==> config.mk <==
export PLATFORM = sky130hd
export DESIGN_NAME = dbg_dump_uart
export DESIGN_NICKNAME = d
export VERILOG_FILES = /design/src/rtl/dbg_dump_uart_pkg.sv /design/src/rtl/dbg_dump_uart_nib_shifter.sv /design/src/rtl/dbg_dump_uart.sv
export SDC_FILE = /design/constraint.sdc
export NUM_CORES = 1
export LEC_CHECK = 0
export BUFFER_PORTS_ARGS = -buffer_cell sky130_fd_sc_hd__clkbuf_2
export CAP_MARGIN = 25
export CORE_MARGIN = 5
export CORE_UTILIZATION = 50
export CTS_CLUSTER_DIAMETER = 100
export CTS_CLUSTER_SIZE = 40
export DETAILED_ROUTE_END_ITERATION = 8
export MAX_ROUTING_LAYER = met4
export PLACE_DENSITY = 0.76
export REMOVE_ABC_BUFFERS = 1
export SYNTH_ARGS = -nofsm -noshare
export SYNTH_HDL_FRONTEND = slang
export SYNTH_HIERARCHICAL = 1
export SYNTH_SLANG_ARGS = --single-unit
==> constraint.sdc <==
create_clock -name clk -period 3.36 [get_ports clk]
set_input_delay 0.168 -clock clk [delete_from_list [all_inputs] [get_ports clk]]
set_output_delay 0.168 -clock clk [all_outputs]
set_load 0.02 [all_outputs]
==> src/rtl/dbg_dump_uart_pkg.sv <==
// Shared definitions for the debug register dump engine: FSM state
// encodings, packet framing characters and the hex-to-ASCII encoder.
package dbg_dump_uart_pkg;

    typedef enum logic [3:0] {
        ST_IDLE     = 4'd0,
        ST_START    = 4'd1,
        ST_READ     = 4'd2,
        ST_RWAIT    = 4'd3,
        ST_DIGIT    = 4'd4,
        ST_SEP      = 4'd5,
        ST_ENDP     = 4'd6,
        ST_TXSTROBE = 4'd7,
        ST_TXHOLD   = 4'd8,
        ST_DONE     = 4'd9
    } state_t;

    localparam logic [7:0] CH_P   = 8'h50;  // 'P'  packet start
    localparam logic [7:0] CH_SEP = 8'h2C;  // ','  register separator
    localparam logic [7:0] CH_EOL = 8'h0A;  // '\n' packet end

    // Uppercase hex digit for one nibble.
    function automatic logic [7:0] hex_ascii(input logic [3:0] nib);
        if (nib < 4'd10) return 8'h30 + {4'h0, nib};
        return 8'h37 + {4'h0, nib};
    endfunction

endpackage

==> src/rtl/dbg_dump_uart_nib_shifter.sv <==
// Digit shifter for the dump engine: holds one captured register value,
// presents its top nibble and counts the hex digits still to be emitted.
module dbg_dump_uart_nib_shifter #(
    parameter int DATA_W = 32
) (
    input  logic              clk,
    input  logic              rst,
    input  logic              load,
    input  logic              shift,
    input  logic [DATA_W-1:0] din,
    output logic [3:0]        nib,
    output logic              empty
);

    localparam int NIB   = DATA_W / 4;
    localparam int CNT_W = $clog2(NIB + 1);

    logic [DATA_W-1:0] data;
    logic [CNT_W-1:0]  cnt;

    // Load a fresh register value, or move the next digit into the top nibble.
    always_ff @(posedge clk or posedge rst) begin
        if (rst) begin
            data <= '0;
            cnt  <= '0;
        end else if (load) begin
            data <= din;
            cnt  <= CNT_W'(NIB);
        end else if (shift) begin
            data <= data << 4;
            cnt  <= cnt - CNT_W'(1);
        end
    end

    assign nib   = data[DATA_W-1 -: 4];
    assign empty = (cnt == '0);

endmodule

==> src/rtl/dbg_dump_uart.sv <==
// Debug register dump engine: on trig, reads registers regfirst..reglast
// from the debug file and streams them to a UART as "P<hex>,<hex>,...\n".
module dbg_dump_uart
    import dbg_dump_uart_pkg::*;
#(
    parameter  int DATA_W   = 32,
    parameter  int NREGS    = 32,
    parameter  int READ_LAT = 1,
    localparam int SEL_W    = $clog2(NREGS)
) (
    input  logic              clk,
    input  logic              rst,
    input  logic              trig,
    input  logic [SEL_W-1:0]  regfirst,
    input  logic [SEL_W-1:0]  reglast,
    output logic              busy,
    output logic [SEL_W-1:0]  dbgsel,
    output logic              dbgreaden,
    input  logic [DATA_W-1:0] dbgout,
    input  logic              uartbusy,
    output logic [7:0]        charout,
    output logic              uarttxen
);

    state_t           state, state_nx, ret_st;
    logic [SEL_W-1:0] sel, last_q;
    logic [2:0]       cnt;
    logic [7:0]       char_q;
    logic             sh_load, sh_shift, sh_empty;
    logic [3:0]       sh_nib;

    // Indices beyond the register file (non-power-of-two NREGS) map to the last register.
    function automatic logic [SEL_W-1:0] clamp_idx(input logic [SEL_W-1:0] idx);
        if (int'(idx) > NREGS - 1) return SEL_W'(NREGS - 1);
        return idx;
    endfunction

    assign sh_load  = (state == ST_RWAIT) && (cnt == 3'(READ_LAT));
    assign sh_shift = (state == ST_DIGIT);

    dbg_dump_uart_nib_shifter #(.DATA_W(DATA_W)) u_shifter (
        .clk   (clk),
        .rst   (rst),
        .load  (sh_load),
        .shift (sh_shift),
        .din   (dbgout),
        .nib   (sh_nib),
        .empty (sh_empty)
    );

    // State register.
    always_ff @(posedge clk or posedge rst) begin
        if (rst) state <= ST_IDLE;
        else     state <= state_nx;
    end

    // Next-state logic; every byte goes through TXSTROBE/TXHOLD and then resumes at ret_st.
    always_comb begin
        state_nx = state;
        case (state)
            ST_IDLE:     if (trig) state_nx = ST_START;
            ST_START:    state_nx = ST_TXSTROBE;
            ST_READ:     state_nx = ST_RWAIT;
            ST_RWAIT:    if (cnt == 3'(READ_LAT)) state_nx = ST_DIGIT;
            ST_DIGIT,
            ST_SEP,
            ST_ENDP:     state_nx = ST_TXSTROBE;
            ST_TXSTROBE: if (!uartbusy) state_nx = ST_TXHOLD;
            ST_TXHOLD:   if ((cnt != 3'd0) && !uartbusy)
                             state_nx = ((ret_st == ST_DIGIT) && sh_empty) ? ST_SEP : ret_st;
            ST_DONE:     if (!trig) state_nx = ST_IDLE;
            default:     state_nx = ST_IDLE;
        endcase
    end

    // Datapath registers: range latch, register index, byte to send, wait counter.
    always_ff @(posedge clk or posedge rst) begin
        if (rst) begin
            sel    <= '0;
            last_q <= '0;
            cnt    <= '0;
            char_q <= '0;
            ret_st <= ST_IDLE;
        end else begin
            case (state)
                ST_IDLE: if (trig) begin
                    sel    <= clamp_idx(regfirst);
                    last_q <= clamp_idx(reglast);
                end
                ST_START: begin
                    char_q <= CH_P;
                    ret_st <= (last_q < sel) ? ST_ENDP : ST_READ;
                end
                ST_READ:  cnt <= 3'd1;
                ST_RWAIT: cnt <= cnt + 3'd1;
                ST_DIGIT: begin
                    char_q <= hex_ascii(sh_nib);
                    ret_st <= ST_DIGIT;
                end
                ST_SEP: begin
                    char_q <= CH_SEP;
                    // Stop on the last index without incrementing so dbgsel never wraps.
                    if (sel == last_q) begin
                        ret_st <= ST_ENDP;
                    end else begin
                        ret_st <= ST_READ;
                        sel    <= sel + SEL_W'(1);
                    end
                end
                ST_ENDP: begin
                    char_q <= CH_EOL;
                    ret_st <= ST_DONE;
                end
                ST_TXSTROBE: cnt <= 3'd0;
                // First hold cycle arms the counter, giving a two-cycle minimum hold.
                ST_TXHOLD: if (cnt == 3'd0) cnt <= 3'd1;
                default: ;
            endcase
        end
    end

    // Outputs decoded from the current state.
    always_comb begin
        busy      = (state != ST_IDLE) && (state != ST_DONE);
        dbgreaden = (state == ST_READ);
        uarttxen  = (state == ST_TXSTROBE) && !uartbusy;
        dbgsel    = sel;
        charout   = char_q;
    end

endmodule
### Yosys cells after proc, flatten, opt, wreduce, memory -nomap -nowiden

Cells that the tools add are included.
Widths: inputs -> output; s select.

* add/sub/neg operators: 5
* $lt $le $gt $ge: 2
* equality and inequality tests: 20
* multiplexer cells: 24
* reductions and logical operators: 20

Operator list (number)
* $mux 32: 2
* $mux 4: 8
* $pmux 8 s4: 1
* $pmux 4 s7: 1
* $eq 4x3->1 const B: 5
* $mux 8: 2
* $pmux 4 s4: 1
* $add 6x4->7 const A: 2
* $ne 2x2->1 const B: 6
* $pmux 3 s4: 1
* $reduce_bool 4->1: 3
* $mux 5: 2
* $pmux 5 s2: 1
* $mux 3: 3
* $eq 4x2->1 const B: 2
* $eq 4x4->1 const B: 2
* $logic_not 4->1: 2
* $add 5x1->5 const B: 1
* $eq 5x5->1: 1
* $logic_and 1x1->1: 5
* $lt 5x5->1: 1
* $reduce_and 5->1: 1
* $eq 4x1->1 const B: 1
* $lt 4x4->1 const B: 1
* other kinds (13): 16

* register bits: 65
* bits of input ports: 46
* output and inout port bits: 16
* word-level logic and storage cells: 79

### Logic depth before layout (Yosys ltp)

Gate-level depths: netlist (run 1).

* word-level depth: 5
* mapped depth: 8

### Hierarchy

Netlist (run 1), hierarchy kept.

Modules (own cells, without submodules)
* dbg_dump_uart_nib_shifter: times used 1, cells an instance 165, area an instance 1752.9 µm², sequential area each 900.9 µm²
* dbg_dump_uart: times used 1, cells an instance 195, area an instance 1707.9 µm², sequential area each 675.6 µm²

### Least setup slack after synthesis (run 1)

No wires, ideal clock.

* path type: register -> register
* start point: register state[0]
* end point: register u_shifter.data[10]
* data arrival time: 1.663 ns
* path slack: 1.565 ns
* stages on the path, launching flop included: 9
* buffers on the path: 3
* cell sequence: dfrtp_1 buf_2 nor2_1 nand2_1 inv_1 buf_6 buf_12 mux2i_1 o21ai_1

* elaborated cells on any way between the ends: 5
* classes of those cells: eq/ne: 2; mux: 1; reduce/logical: 2

RTL lines
* start: declaration: line dbg_dump_uart.sv:25 `state_t state, state_nx, ret_st;`
* start signal: assignment: line dbg_dump_uart.sv:54 `else state <= state_nx;`
* $eq 4x3->1: line dbg_dump_uart.sv:39 `assign sh_shift = (state == ST_DIGIT);`
* named net sh_shift: line dbg_dump_uart.sv:29 `logic sh_load, sh_shift, sh_empty;`
* $reduce_bool 2->1 (no source line)
* end signal: assignment: line dbg_dump_uart_nib_shifter.sv:27 `data <= din;`
* end signal: assignment: line dbg_dump_uart_nib_shifter.sv:30 `data <= data << 4;`
* end: declaration: line dbg_dump_uart_nib_shifter.sv:18 `logic [DATA_W-1:0] data;`

The timed path passes the listed nets, and every way through them passes these cells.
A chain may end at the register's enable or synchronous reset.

### Final worst setup path (run 1)

* start point: register state[0]
* end point: register u_shifter.data[31]

The elaborated chain is that of the path after synthesis.

==> results.json, run 1 <==
{
  "overflow": 0,
  "period_share_pct": 72.2,
  "power.internal_mw": 2.20,
  "hp-start": "dbgout[12]",
  "avgSynthCellArea_um2": 9.61,
  "switching_share_pct": 42.2,
  "ant_nets": 0,
  "core_mm2": 0.00676,
  "syn_area_mm2": 0.00346,
  "final_common_cell": "dfrtp_1",
  "critical_path_class": "flip-flop to flip-flop",
  "worst_pin_slew_ns": 0.685,
  "clock_latency_ns": 0.34,
  "cts_setup_buffers": 0,
  "num_vias": 2748,
  "grt_max_degree": 42,
  "antenna_found_initial": 0,
  "cts.path.max_buffers": 2,
  "combPwrFrac_pct": 43.8,
  "netlist-cell-type-count": 52,
  "yosysSeqAreaShare_pct": 45.6,
  "power.total_mw": 3.80,
  "relSlewSlack_pct": 53.9,
  "drc": 0,
  "finalMaxSlewViolations": 0,
  "ys_warn_count": 6,
  "synthToLayoutAreaGrowth_pct": 14.8,
  "cts-root-buf": "clkbuf_8",
  "r2r-start": "state[0]",
  "crit_fanout": 22,
  "start_util_pct": 51.2,
  "nFillCells": 610,
  "switchingPower_mw": 1.60,
  "track_usage_pct": 18.3,
  "globalplace.congestion": 0.860,
  "cts_tree": "yes",
  "fin_worst_skew_ns": 0.0102,
  "cts_buffers": 9,
  "ctsHoldBuffers": 1,
  "fin_crit_ns": 2.43,
  "end_kind": "flip-flop",
  "die_w_um": 93.2,
  "clock-sinks": 63,
  "synth_seq_cells": 63,
  "drive_gt1_share_pct": 22.1,
  "io_buffers": 60,
  "io_pins": 62,
  "grt_pass1_wl_um": 12300,
  "ir_worst_vdd_uv": 391,
  "path_clk_slew_ns": 0.07,
  "power_leakage_nw": 1.80,
  "row_count": 30,
  "power_frac_clock_pct": 16.8,
  "rr_worst_depth": 6,
  "seqPwrFrac_pct": 39.5,
  "start_kind": "flip-flop",
  "placed_cell_area_mm2": 0.00377,
  "regArea_mm2": 0.00158,
  "cap_viol_max_count": 0,
  "final_cell_mix": "dfrtp_1, clkbuf_2, nand2_1",
  "n_antenna_cell": 0,
  "status": "finished, final reports clean",
  "fmax_mhz": 412,
  "multi_input_area_mm2": 0.00165,
  "hp-class": "input pin to flip-flop",
  "rsz0062_at_grt": "false",
  "nets": 470,
  "whs_ns": 0.0347,
  "final_area_mm2": 0.00397,
  "synth_edf_count": 0,
  "cp.arrival_ns": 2.65,
  "viasPerCell": 5.53,
  "dp_hpwl_um": 5140,
  "min_to": "u_shifter/data[12]",
  "synth_ff_type": "dfrtp_1",
  "dr.pass1.iters": 4,
  "die_y_um": 93.2,
  "wl_per_cell_um": 14.3,
  "grt_pass1_vias": 2660,
  "ctsResizeCount": 0,
  "cp_data_required_time_ns": 3.58,
  "wl_um": 7110,
  "hold_viol": 0,
  "reg2reg_to": "u_shifter/data[31]",
  "drt_iter0_drc": 183,
  "die_area_mm2": 0.00869,
  "async_flop_share_pct": 100,
  "setup_violations": 0,
  "holdPathStages": 3,
  "cts-htree-levels": 3,
  "cellPowerDensity_mw_per_mm2": 957,
  "reg2reg_slack_ns": 0.93,
  "synthCells": 360
}
## how the worst max path moves through the flow
stage / from / endpoint / slack, ns / cells past startpoint
6_report: state[0] / u_shifter/data[31] / 0.93 / 6
5_1_grt: state[2] / u_shifter/data[23] / 0.76 / 6
4_1_cts: state[2] / u_shifter/data[31] / 0.98 / 6
3_5_place_dp: state[2] / u_shifter/data[13] / 0.98 / 6
3_3_place_gp: state[0] / u_shifter/data[13] / 1.09 / 6
2_1_floorplan: state[2] / u_shifter/data[0] / -0.09 / 5
## critical path, cell delays in order (launching register included)
cell and delay, ns:
dfrtp_1 0.59, nor2_1 0.45, nand2_1 0.26, inv_2 0.47
buf_12 0.24, mux2i_1 0.20, o21ai_1 0.07
## final cells by class
class | instances | share of cell area (%)
tap | 80 | 2.52
clock inverter | 6 | 1.54
sequential | 63 | 39.7
inverter | 19 | 1.80
clock buffer | 10 | 3.21
timing repair buffer | 65 | 9.70
multi-input combinational | 254 | 41.5
## synthesized netlist by cell type (6+ instances only)
| cell | instances | share of area [%] |
|---|---|---|
| nand2_1 | 53 | 5.7 |
| ha_1 | 12 | 4.3 |
| o21ai_0 | 19 | 2.7 |
| buf_4 | 9 | 2.0 |
| dfrtp_1 | 63 | 46 |
| nor2b_1 | 6 | 1.1 |
| o21ai_1 | 32 | 4.6 |
| clkbuf_1 | 6 | 0.65 |
| inv_1 | 19 | 2.1 |
| nor2_1 | 14 | 1.5 |
| nand3_1 | 8 | 1.2 |
| a21oi_1 | 18 | 2.6 |
| nand2b_1 | 10 | 1.8 |
| mux2i_1 | 30 | 8.7 |
## sequential cells by signal, summed over array words and instances, names as in the netlist
register / cells
u_shifter/data: 32
charout: 7
dbgsel: 5
last_q: 5
state: 4
u_shifter/cnt: 4
cnt: 3
ret_st: 3
## power by group through the flow
stage	sequential (mW)	combinational, mW	clock [mW]
2_1_floorplan	1.48	1.20	0
3_3_place_gp	1.48	1.60	0
3_5_place_dp	1.51	1.66	0
4_1_cts	1.49	1.67	0.658
5_1_grt	1.56	1.88	0.696
6_report	1.50	1.66	0.638
## metal layers
layer | part of all wire [%] | global-route usage [%] | vias up
met2 | 45 | 27.6 | 95
met5 | 0 | - | -
met3 | 7.2 | 5.95 | 9
met1 | 46 | 24.1 | 1296
met4 | 0.96 | 4.64 | 0
li1 | - | - | 1348
## stage by stage
| stage | worst slack [ns] | util, % | TNS [ns] | std cells |
|---|---|---|---|---|
| finish | 0.934 | 58.8 | 0 | 497 |
| global placement | 1.09 | 55.4 | 0 | 479 |
| detailed placement | 0.979 | 55.9 | 0 | 480 |
| CTS | 0.985 | 58.8 | 0 | 497 |
| global route | 0.756 | 58.8 | 0 | 497 |
| floorplan | -0.0860 | - | -0.344 | 336 |
## cell families after synthesis
kind of cell,after synthesis,share of synthesized area (%)
other,1,0.108
buffers and inverters,43,6.98
adder cells (fa/ha/maj),12,4.34
XOR/XNOR,2,0.506
flip-flops,63,45.6
AO/OA/AOI/OAI,96,16.6
multiplexers,35,10.3
AND/OR/NAND/NOR,108,15.7
(Power assumes the default switching activity.)
==> inputs of run 2 (changes only) <==
- clock period: 3.36 -> 2.4 ns (I/O delays scaled with it)
==> run 2 against run 1 <==
- global-route usage rose by 1.2 points
- largest cell class unchanged
- maximum frequency rose by 25%
- final cell count rose by 6.0%
- largest power group unchanged
- flip-flop and latch count did not move
- hold slack got worse by 0.018 ns
- sequential power rose by 37%
- first-iteration DRC count fell by 40%
- critical endpoint is now u_shifter/data[29]
- sequential share of layout area fell by 2.8 points
==> results.json, run 2 (synthesized netlist as in run 1, its figures left out) <==
{
  "hp-class": "input pin to flip-flop",
  "finalNonFillerCells": 527,
  "largest-register": "u_shifter/data",
  "cellPowerDensity_mw_per_mm2": 1300,
  "rsz0062_at_grt": "false",
  "row_count": 30,
  "largest_register_ffs": 32,
  "worst_pin_slew_ns": 0.650,
  "viasPerCell": 5.32,
  "cts_tree": "yes",
  "wl_um": 7650,
  "track_usage_pct": 19.5,
  "grt_pass1_vias": 2830,
  "crit_fanout": 37,
  "clock-sinks": 63,
  "grt_pass1_wl_um": 13200,
  "final.setup.tns_ns": 0,
  "relSlewSlack_pct": 56.2,
  "final_common_cell": "dfrtp_1",
  "nets": 500,
  "setup_violations": 0,
  "cts.path.max_buffers": 2,
  "drt_iter0_drc": 110,
  "whs_ns": 0.0163,
  "drive_gt1_share_pct": 21.3,
  "final_area_mm2": 0.00428,
  "cp.arrival_ns": 2.15,
  "dr.pass1.iters": 4,
  "cts_setup_buffers": 0,
  "globalplace.congestion": 0.889,
  "path_clk_slew_ns": 0.07,
  "placed_cell_area_mm2": 0.00378,
  "multi_input_area_mm2": 0.00165,
  "ctsResizeCount": 0,
  "critical_path_class": "flip-flop to flip-flop",
  "core_mm2": 0.00676,
  "nFillCells": 574,
  "num_vias": 2802,
  "fin_worst_skew_ns": 0.00826,
  "ctsHoldBuffers": 27,
  "power_leakage_nw": 1.93,
  "fin_crit_ns": 1.94,
  "regArea_mm2": 0.00158,
  "die_y_um": 93.2,
  "end_kind": "flip-flop",
  "start_kind": "flip-flop",
  "start_util_pct": 51.2,
  "cp_data_required_time_ns": 2.61,
  "hold_viol": 0,
  "io_pins": 62,
  "synthToLayoutAreaGrowth_pct": 23.6,
  "power.total_mw": 5.55,
  "io_buffers": 60,
  "antenna_found_initial": 0,
  "overflow": 0,
  "die_w_um": 93.2,
  "period_share_pct": 81.0,
  "fmax_mhz": 514,
  "dp_cells": 484,
  "dp_hpwl_um": 5230,
  "cts_buffers": 9,
  "cts-htree-levels": 3,
  "ir_worst_vdd_uv": 550,
  "status": "finished, final reports clean",
  "grt_max_degree": 70,
  "cts-root-buf": "clkbuf_8",
  "final_cell_mix": "dfrtp_1, clkbuf_2, nand2_1",
  "finalMaxSlewViolations": 0,
  "die_area_mm2": 0.00869,
  "clock_latency_ns": 0.34,
  "wl_per_cell_um": 14.5,
  "n_antenna_cell": 0,
  "drc": 0,
  "cap_viol_max_count": 0,
  "ant_nets": 0
}
-- run 2: where the power goes --
part | switching [mW] | internal [mW] | total, mW | leakage [nW]
clock network | 0.399 | 0.641 | 1.04 | 0.114
logic | 1.37 | 1.08 | 2.45 | 1.05
registers | 0.486 | 1.58 | 2.06 | 0.770
total | 2.25 | 3.30 | 5.55 | 1.93
-- run 2: layout make-up --
type                            count  area share (%)
Clock buffer                       13            3.71
Multi-Input combinational cell    254            38.6
Inverter                           19            1.67
Tap cell                           80            2.34
Clock inverter                      3            1.52
Sequential cell                    63            36.9
Timing Repair Buffer               95            15.3
-- run 2: through the flow --
| stage | worst slack [ns] | utilization, % |
|---|---|---|
| global placement | 0.551 | 56.0 |
| detailed placement | 0.513 | 56.0 |
| finish | 0.456 | 63.3 |
| CTS | 0.479 | 63.3 |
| floorplan | -1.05 | - |
| global route | 0.238 | 63.3 |
-- run 2: worst max-delay path, cell delays in order, from the launching register on --
cell and delay [ns]:
dfrtp_1 0.58, nor2b_1 0.30, nand2_1 0.20, inv_2 0.15, buf_12 0.26, mux2i_1 0.24, o21ai_1 0.08
-- run 2: path summary, 6_finish.rpt --
kind / from / slack (ns) / cells past startpoint / to
worst max-delay path: state[2] / 0.46 / 6 / u_shifter/data[29]
max in group asynchronous: rst / 1.41 / 4 / u_shifter/cnt[2]
min in group asynchronous: rst / 0.30 / 3 / u_shifter/data[7]
worst max register to register: state[2] / 0.46 / 6 / u_shifter/data[29]
worst min register to register: charout[1] / 0.51 / 1 / charout[1]
worst min-delay path: dbgout[21] / 0.02 / 3 / u_shifter/data[21]
-- run 2: layer usage --
metal  global-route usage, %  up-vias  routed length (um)
li1                        -     1411                   -
met1                    25.0     1311                3540
met2                    31.0       72                3610
met3                    3.78        8                 394
met4                    7.20        0                 106
met5                       -        -                   0
